## config.mk

```make
export PLATFORM = sky130hd
export DESIGN_NAME = multi_port_cam_regfile_flat
export DESIGN_NICKNAME = d
export VERILOG_FILES = /design/src/rtl/multi_port_cam_regfile_if.sv /design/src/rtl/multi_port_cam_regfile.sv /design/src/flat_wrapper.sv
export SDC_FILE = /design/constraint.sdc
export NUM_CORES = 1
export LEC_CHECK = 0
export ABC_AREA = 1
export CAP_MARGIN = 20
export CORE_AREA = 4 4 96 98
export DETAILED_ROUTE_END_ITERATION = 6
export DIE_AREA = 0 0 100 102
export GPL_ROUTABILITY_DRIVEN = 0
export PLACE_DENSITY = 0.71
export SLEW_MARGIN = 20
export SYNTH_ARGS = -nofsm -noshare
export SYNTH_HDL_FRONTEND = slang
export SYNTH_SLANG_ARGS = --single-unit
```

## constraint.sdc

```tcl
create_clock -name clk_in -period 2 [get_ports clk_in]
set_input_delay 0.3 -clock clk_in [delete_from_list [all_inputs] [get_ports clk_in]]
set_output_delay 0.3 -clock clk_in [all_outputs]
set_load 0.05 [all_outputs]
```

## src/rtl/multi_port_cam_regfile_if.sv

```systemverilog
// Bus bundle for multi_port_cam_regfile: write, invalidate, read and CAM ports.
// master drives requests and observes results; slave is the register file.
interface multi_port_cam_regfile_if #(
    parameter int unsigned SINGLE_ENTRY_WIDTH_IN_BITS = 8,
    parameter int unsigned NUM_ENTRY                  = 4,
    parameter int unsigned NUM_READ_PORT              = 2
);
    localparam int unsigned INDEX_WIDTH = $clog2(NUM_ENTRY);

    logic                                            write_en_in;
    logic [NUM_ENTRY-1:0]                            write_entry_addr_decoded_in;
    logic [SINGLE_ENTRY_WIDTH_IN_BITS-1:0]           write_entry_in;
    logic                                            invalidate_en_in;
    logic [NUM_ENTRY-1:0]                            invalidate_addr_decoded_in;
    logic [NUM_READ_PORT-1:0]                        read_en_in;
    logic [NUM_READ_PORT*NUM_ENTRY-1:0]              read_entry_addr_decoded_in;
    logic [NUM_READ_PORT*SINGLE_ENTRY_WIDTH_IN_BITS-1:0] read_entry_out;
    logic                                            cam_en_in;
    logic [SINGLE_ENTRY_WIDTH_IN_BITS-1:0]           cam_entry_in;
    logic [SINGLE_ENTRY_WIDTH_IN_BITS-1:0]           cam_mask_in;
    logic [NUM_ENTRY-1:0]                            cam_result_decoded_out;
    logic                                            cam_hit_out;
    logic [INDEX_WIDTH-1:0]                          cam_first_index_out;
    logic [NUM_ENTRY-1:0]                            valid_out;

    modport master (
        output write_en_in, write_entry_addr_decoded_in, write_entry_in,
        output invalidate_en_in, invalidate_addr_decoded_in,
        output read_en_in, read_entry_addr_decoded_in,
        output cam_en_in, cam_entry_in, cam_mask_in,
        input  read_entry_out, cam_result_decoded_out, cam_hit_out, cam_first_index_out,
        input  valid_out
    );

    modport slave (
        input  write_en_in, write_entry_addr_decoded_in, write_entry_in,
        input  invalidate_en_in, invalidate_addr_decoded_in,
        input  read_en_in, read_entry_addr_decoded_in,
        input  cam_en_in, cam_entry_in, cam_mask_in,
        output read_entry_out, cam_result_decoded_out, cam_hit_out, cam_first_index_out,
        output valid_out
    );
endinterface

```

## src/rtl/multi_port_cam_regfile.sv

```systemverilog
// Register file with multi-hot write, independent registered read ports and a masked CAM
// lookup that reports a hit vector, hit flag and lowest matching index.
module multi_port_cam_regfile #(
    parameter int unsigned SINGLE_ENTRY_WIDTH_IN_BITS = 8,
    parameter int unsigned NUM_ENTRY                  = 4,
    parameter int unsigned NUM_READ_PORT              = 2,
    parameter int unsigned WRITE_BYPASS               = 1
) (
    input  logic                    clk_in,
    input  logic                    reset_n_in,
    multi_port_cam_regfile_if.slave bus
);
    localparam int unsigned Width       = SINGLE_ENTRY_WIDTH_IN_BITS;
    localparam int unsigned INDEX_WIDTH = $clog2(NUM_ENTRY);

    logic [NUM_ENTRY-1:0][Width-1:0]     data_q, data_d;
    logic [NUM_ENTRY-1:0]                valid_q, valid_d;
    logic [NUM_READ_PORT-1:0][Width-1:0] read_q, read_d;
    logic [NUM_ENTRY-1:0]                cam_result_q, cam_result_d;
    logic                                cam_hit_q, cam_hit_d;
    logic [INDEX_WIDTH-1:0]              cam_index_q, cam_index_d;
    logic [NUM_ENTRY-1:0]                cam_match;
    logic [INDEX_WIDTH-1:0]              cam_first;

    // Write beats invalidate when both target the same entry.
    always_comb begin
        data_d  = data_q;
        valid_d = valid_q;
        for (int i = 0; i < int'(NUM_ENTRY); i++) begin
            if (bus.write_en_in && bus.write_entry_addr_decoded_in[i]) begin
                data_d[i] = bus.write_entry_in;
            end
        end
        if (bus.invalidate_en_in) valid_d = valid_d & ~bus.invalidate_addr_decoded_in;
        if (bus.write_en_in)      valid_d = valid_d | bus.write_entry_addr_decoded_in;
    end

    always_comb begin
        read_d = read_q;
        for (int p = 0; p < int'(NUM_READ_PORT); p++) begin
            if (bus.read_en_in[p]) begin
                read_d[p] = '0;
                for (int i = 0; i < int'(NUM_ENTRY); i++) begin
                    if (bus.read_entry_addr_decoded_in[p*int'(NUM_ENTRY) + i]) begin
                        read_d[p] = read_d[p] | ((WRITE_BYPASS != 0) ? data_d[i] : data_q[i]);
                    end
                end
            end
        end
    end

    // CAM compares against pre-edge state only; same-cycle updates are not visible.
    always_comb begin
        cam_match = '0;
        for (int i = 0; i < int'(NUM_ENTRY); i++) begin
            cam_match[i] = valid_q[i] &
                           (((data_q[i] ^ bus.cam_entry_in) & bus.cam_mask_in) == '0);
        end
        cam_first = '0;
        for (int i = int'(NUM_ENTRY) - 1; i >= 0; i--) begin
            if (cam_match[i]) cam_first = INDEX_WIDTH'(i);
        end
        cam_result_d = bus.cam_en_in ? cam_match : cam_result_q;
        cam_hit_d    = bus.cam_en_in ? (|cam_match) : cam_hit_q;
        cam_index_d  = bus.cam_en_in ? cam_first : cam_index_q;
    end

    always_ff @(posedge clk_in or negedge reset_n_in) begin
        if (!reset_n_in) begin
            data_q       <= '0;
            valid_q      <= '0;
            read_q       <= '0;
            cam_result_q <= '0;
            cam_hit_q    <= 1'b0;
            cam_index_q  <= '0;
        end else begin
            data_q       <= data_d;
            valid_q      <= valid_d;
            read_q       <= read_d;
            cam_result_q <= cam_result_d;
            cam_hit_q    <= cam_hit_d;
            cam_index_q  <= cam_index_d;
        end
    end

    assign bus.read_entry_out         = read_q;
    assign bus.cam_result_decoded_out = cam_result_q;
    assign bus.cam_hit_out            = cam_hit_q;
    assign bus.cam_first_index_out    = cam_index_q;
    assign bus.valid_out              = valid_q;
endmodule

```

## src/flat_wrapper.sv

```systemverilog
// flat-port wrapper written by rule: the top's interface ports become plain ports
module multi_port_cam_regfile_flat 
#(
    parameter int unsigned SINGLE_ENTRY_WIDTH_IN_BITS = 8,
    parameter int unsigned NUM_ENTRY                  = 4,
    parameter int unsigned NUM_READ_PORT              = 2,
    parameter int unsigned WRITE_BYPASS               = 1
)
  (clk_in, reset_n_in, bus_write_en_in, bus_write_entry_addr_decoded_in, bus_write_entry_in, bus_invalidate_en_in, bus_invalidate_addr_decoded_in, bus_read_en_in, bus_read_entry_addr_decoded_in, bus_cam_en_in, bus_cam_entry_in, bus_cam_mask_in, bus_read_entry_out, bus_cam_result_decoded_out, bus_cam_hit_out, bus_cam_first_index_out, bus_valid_out);
  multi_port_cam_regfile_if #(.SINGLE_ENTRY_WIDTH_IN_BITS(SINGLE_ENTRY_WIDTH_IN_BITS), .NUM_ENTRY(NUM_ENTRY), .NUM_READ_PORT(NUM_READ_PORT)) bus_i ();
  input  logic clk_in;
  input  logic reset_n_in;
  input wire logic [$bits(bus_i.write_en_in)-1:0] bus_write_en_in;
  input wire logic [$bits(bus_i.write_entry_addr_decoded_in)-1:0] bus_write_entry_addr_decoded_in;
  input wire logic [$bits(bus_i.write_entry_in)-1:0] bus_write_entry_in;
  input wire logic [$bits(bus_i.invalidate_en_in)-1:0] bus_invalidate_en_in;
  input wire logic [$bits(bus_i.invalidate_addr_decoded_in)-1:0] bus_invalidate_addr_decoded_in;
  input wire logic [$bits(bus_i.read_en_in)-1:0] bus_read_en_in;
  input wire logic [$bits(bus_i.read_entry_addr_decoded_in)-1:0] bus_read_entry_addr_decoded_in;
  input wire logic [$bits(bus_i.cam_en_in)-1:0] bus_cam_en_in;
  input wire logic [$bits(bus_i.cam_entry_in)-1:0] bus_cam_entry_in;
  input wire logic [$bits(bus_i.cam_mask_in)-1:0] bus_cam_mask_in;
  output wire logic [$bits(bus_i.read_entry_out)-1:0] bus_read_entry_out;
  output wire logic [$bits(bus_i.cam_result_decoded_out)-1:0] bus_cam_result_decoded_out;
  output wire logic [$bits(bus_i.cam_hit_out)-1:0] bus_cam_hit_out;
  output wire logic [$bits(bus_i.cam_first_index_out)-1:0] bus_cam_first_index_out;
  output wire logic [$bits(bus_i.valid_out)-1:0] bus_valid_out;
  assign bus_i.write_en_in = bus_write_en_in;
  assign bus_i.write_entry_addr_decoded_in = bus_write_entry_addr_decoded_in;
  assign bus_i.write_entry_in = bus_write_entry_in;
  assign bus_i.invalidate_en_in = bus_invalidate_en_in;
  assign bus_i.invalidate_addr_decoded_in = bus_invalidate_addr_decoded_in;
  assign bus_i.read_en_in = bus_read_en_in;
  assign bus_i.read_entry_addr_decoded_in = bus_read_entry_addr_decoded_in;
  assign bus_i.cam_en_in = bus_cam_en_in;
  assign bus_i.cam_entry_in = bus_cam_entry_in;
  assign bus_i.cam_mask_in = bus_cam_mask_in;
  assign bus_read_entry_out = bus_i.read_entry_out;
  assign bus_cam_result_decoded_out = bus_i.cam_result_decoded_out;
  assign bus_cam_hit_out = bus_i.cam_hit_out;
  assign bus_cam_first_index_out = bus_i.cam_first_index_out;
  assign bus_valid_out = bus_i.valid_out;
  multi_port_cam_regfile #(.SINGLE_ENTRY_WIDTH_IN_BITS(SINGLE_ENTRY_WIDTH_IN_BITS), .NUM_ENTRY(NUM_ENTRY), .NUM_READ_PORT(NUM_READ_PORT), .WRITE_BYPASS(WRITE_BYPASS)) u_core (.clk_in(clk_in), .reset_n_in(reset_n_in), .bus(bus_i));
endmodule
```

==> flow_metrics.env <==
export IMPL_cp_depth=1
export IMPL_path_buf_inv=1
export IMPL_globalRoute_busiestLayer="met2"
export IMPL_ant_nets=0
export IMPL_dr_pass1_iters=5
export IMPL_rr_worst_depth=9
export IMPL_postLayoutCoreUtil_pct=52.1
export IMPL_grt_setup_unrepaired="no"
export IMPL_startpoint="u_core.bus.valid_out[3]"
export IMPL_tritoncts="yes"
export IMPL_post_cts_buffers=0
export IMPL_cts_repair_resized=0
export IMPL_crit_type="register to primary output"
export IMPL_die_h_um=102
export IMPL_r2r_start="u_core.data_q[20]"
export IMPL_cts_root_buf="clkbuf_8"
export IMPL_wire_per_inst_um=15.0
export IMPL_die_w_um=100
export IMPL_crit_fanout=4
export IMPL_grt_pass1_vias=3389
export IMPL_grt_max_degree=26
export IMPL_power_mw=3.96
export IMPL_grt_usage_pct=20.4
export IMPL_seqCellArea_um2=1480
export IMPL_grt_ovfl_total=0
export IMPL_slew_headroom_pct=66.2
export IMPL_ys_types=22
export IMPL_vias=3347
export IMPL_drt_wl_total_mm=9.93
export IMPL_vias_per_cell=5.04
export IMPL_netlist_instances=468
export IMPL_p_per_area_nw_per_um2=898
export IMPL_cts_buffer_depth=2
export IMPL_n_fill_cell=831
export IMPL_dieArea_um2=10200
export IMPL_synth_nets=515
export IMPL_setup_violations_final=0
export IMPL_core_area_um2=8470
export IMPL_grt_use_met1_pct=27.4
export IMPL_fin_crit_ns=1.89
export IMPL_dp_hpwl_mm=7.58
export IMPL_use_met2_pct=31.8
export IMPL_irDropWorstVdd_v=0.000427
export IMPL_ys_warn_count=0
export IMPL_ys_seq_area_share_pct=45.5
export IMPL_ys_ff_latch=59
export IMPL_cts_htree_levels=3
export IMPL_start_util_pct=38.4
export IMPL_grt_use_met3_pct=4.10
export IMPL_cts_sinks=59
export IMPL_cap_viol_max_count=0
export IMPL_critPathCaptureType="primary output"
export IMPL_numCtsBuffers=9
export IMPL_min_path_type="input pin to async pin"
export IMPL_hold_buffers=1
export IMPL_rows=34
export IMPL_drive_above_1_share_pct=7.19
export IMPL_fmax_mhz=530
export IMPL_fin_nets=598
export IMPL_period_share_pct=94.3
export IMPL_path_cells="clkdlybuf4s50_1"
export IMPL_drt_iter0_drc=243
export IMPL_n_antenna_cell=0
export IMPL_outcome="complete, no violations"
export IMPL_hold_ws_ns=0.446
export IMPL_cp_data_required_time_ns=1.70
export IMPL_p_leak_nw=2.19
export IMPL_multi_input_area_um2=1470
export IMPL_worstMarginPinSlew_ns=0.506
export IMPL_io_pins=74
export IMPL_fin_area_um2=4410
export IMPL_place_area_um2=4150
export IMPL_setup_tns_ns=0
export IMPL_finalHoldViolCount=0
export IMPL_clkTransAtPathRegs_ns=0.07
export IMPL_syn_avg_cell_area_um2=6.94
export IMPL_slew_violations=0
export IMPL_crit_slowest_cell="clkdlybuf4s50_1"
export IMPL_syn_to_final_growth_pct=35.9
export IMPL_cpPeakStageDelay_ns=0.83
export IMPL_fin_skew_ns=0.00728
export IMPL_arrival_ns=1.59
export IMPL_start_kind="register"
export IMPL_critPathTopFamily="buffers and inverters"
export IMPL_grt_pass1_wl_mm=16.2
export IMPL_clk_latency_ns=0.34
export IMPL_port_buffers=73
export IMPL_syn_area_um2=3250
export IMPL_antenna_found_initial=0
export IMPL_drc=0
## layout make-up
type / count / area share, %
multi-input cells: 335 / 33.4
clock inverters: 6 / 2.55
well taps: 108 / 3.06
repair buffers: 90 / 19.7
clock buffers: 10 / 3.12
flip-flops and latches: 59 / 33.4
inverters: 56 / 4.76
## routing by layer
layer / up-vias / wire length (um)
met5: - / 0
met4: 0 / 176
met3: 16 / 697
met2: 156 / 4520
met1: 1529 / 4540
li1: 1646 / -
## metrics by stage
step	worst slack, ns	cells
floorplan	0.710	468
global placement	0.0950	647
detailed placement	0.0496	647
CTS	0.102	664
global route	0.0818	664
finish	0.115	664
## sequential cells by signal, indices dropped and copies added (netlist names)
name and flops:
u_core.data_q 32, u_core.bus.read_entry_out 16, u_core.bus.cam_result_decoded_out 4, u_core.bus.valid_out 4
u_core.bus.cam_first_index_out 2, u_core.bus.cam_hit_out 1
## cell usage after synthesis
master | n | area, um2
xor2_1 | 1 | 8.76
clkbuf_2 | 2 | 10.0
o21ai_2 | 1 | 8.76
nand3_1 | 29 | 145
nand2_2 | 2 | 12.5
o21ai_1 | 2 | 10.0
a21boi_0 | 1 | 7.51
a41oi_1 | 16 | 140
o21a_1 | 1 | 7.51
dfrtp_1 | 59 | 1480
o21ai_0 | 31 | 155
a21oi_1 | 17 | 85.1
buf_6 | 1 | 11.3
inv_1 | 56 | 210
buf_1 | 4 | 15.0
or2_2 | 4 | 25.0
nor2_1 | 46 | 173
clkbuf_1 | 5 | 18.8
nand4_1 | 2 | 12.5
buf_4 | 1 | 7.51
buf_2 | 5 | 25.0
nand2_1 | 182 | 683
## logic make-up after synthesis
kind of cell / share of synthesized area [%]
xor gates and xnor gates: 0.270
and+or+nand+nor: 32.4
DFF: 45.5
AOI/OAI and AO/OA: 12.8
buffers and inverters: 9.17
## final timing paths
path                                                        endpoint  slack [ns]
worst max-delay path                                bus_valid_out[3]        0.11
worst min-delay path            u_core.bus.cam_result_decoded_out[3]        0.45
worst max register to register     u_core.bus.cam_first_index_out[0]        0.56
worst min register to register     u_core.bus.cam_first_index_out[1]        0.49
max in group asynchronous                           u_core.data_q[2]        0.84
min in group clk_in                u_core.bus.cam_first_index_out[1]        0.49
## cell usage in the layout (no fill, tap or decap)
master | synthesis | layout
clkdlybuf4s50_1 | 0 | 72
buf_2 | 5 | 1
nor2_1 | 46 | 46
buf_4 | 1 | 15
or2_2 | 4 | 4
o21ai_1 | 2 | 2
buf_12 | 0 | 1
xor2_1 | 1 | 1
a41oi_1 | 16 | 16
nand2_2 | 2 | 2
nand2_1 | 182 | 182
clkinv_4 | 0 | 2
clkinv_2 | 0 | 1
o21ai_2 | 1 | 1
dlygate4sd3_1 | 0 | 1
o21a_1 | 1 | 1
dfrtp_1 | 59 | 59
a21oi_1 | 17 | 17
bufinv_16 | 0 | 3
clkbuf_8 | 0 | 10
nand3_1 | 29 | 29
inv_1 | 56 | 56
a21boi_0 | 1 | 1
o21ai_0 | 31 | 31
nand4_1 | 2 | 2
## power by group
group | total, mW | switching [mW] | leakage [nW] | internal [mW]
Clock | 1.36 | 0.500 | 0.126 | 0.863
Combinational | 1.13 | 0.709 | 1.36 | 0.417
Sequential | 1.48 | 0.126 | 0.697 | 1.35
Total | 3.96 | 1.33 | 2.19 | 2.63
(Power assumes the default switching activity.)
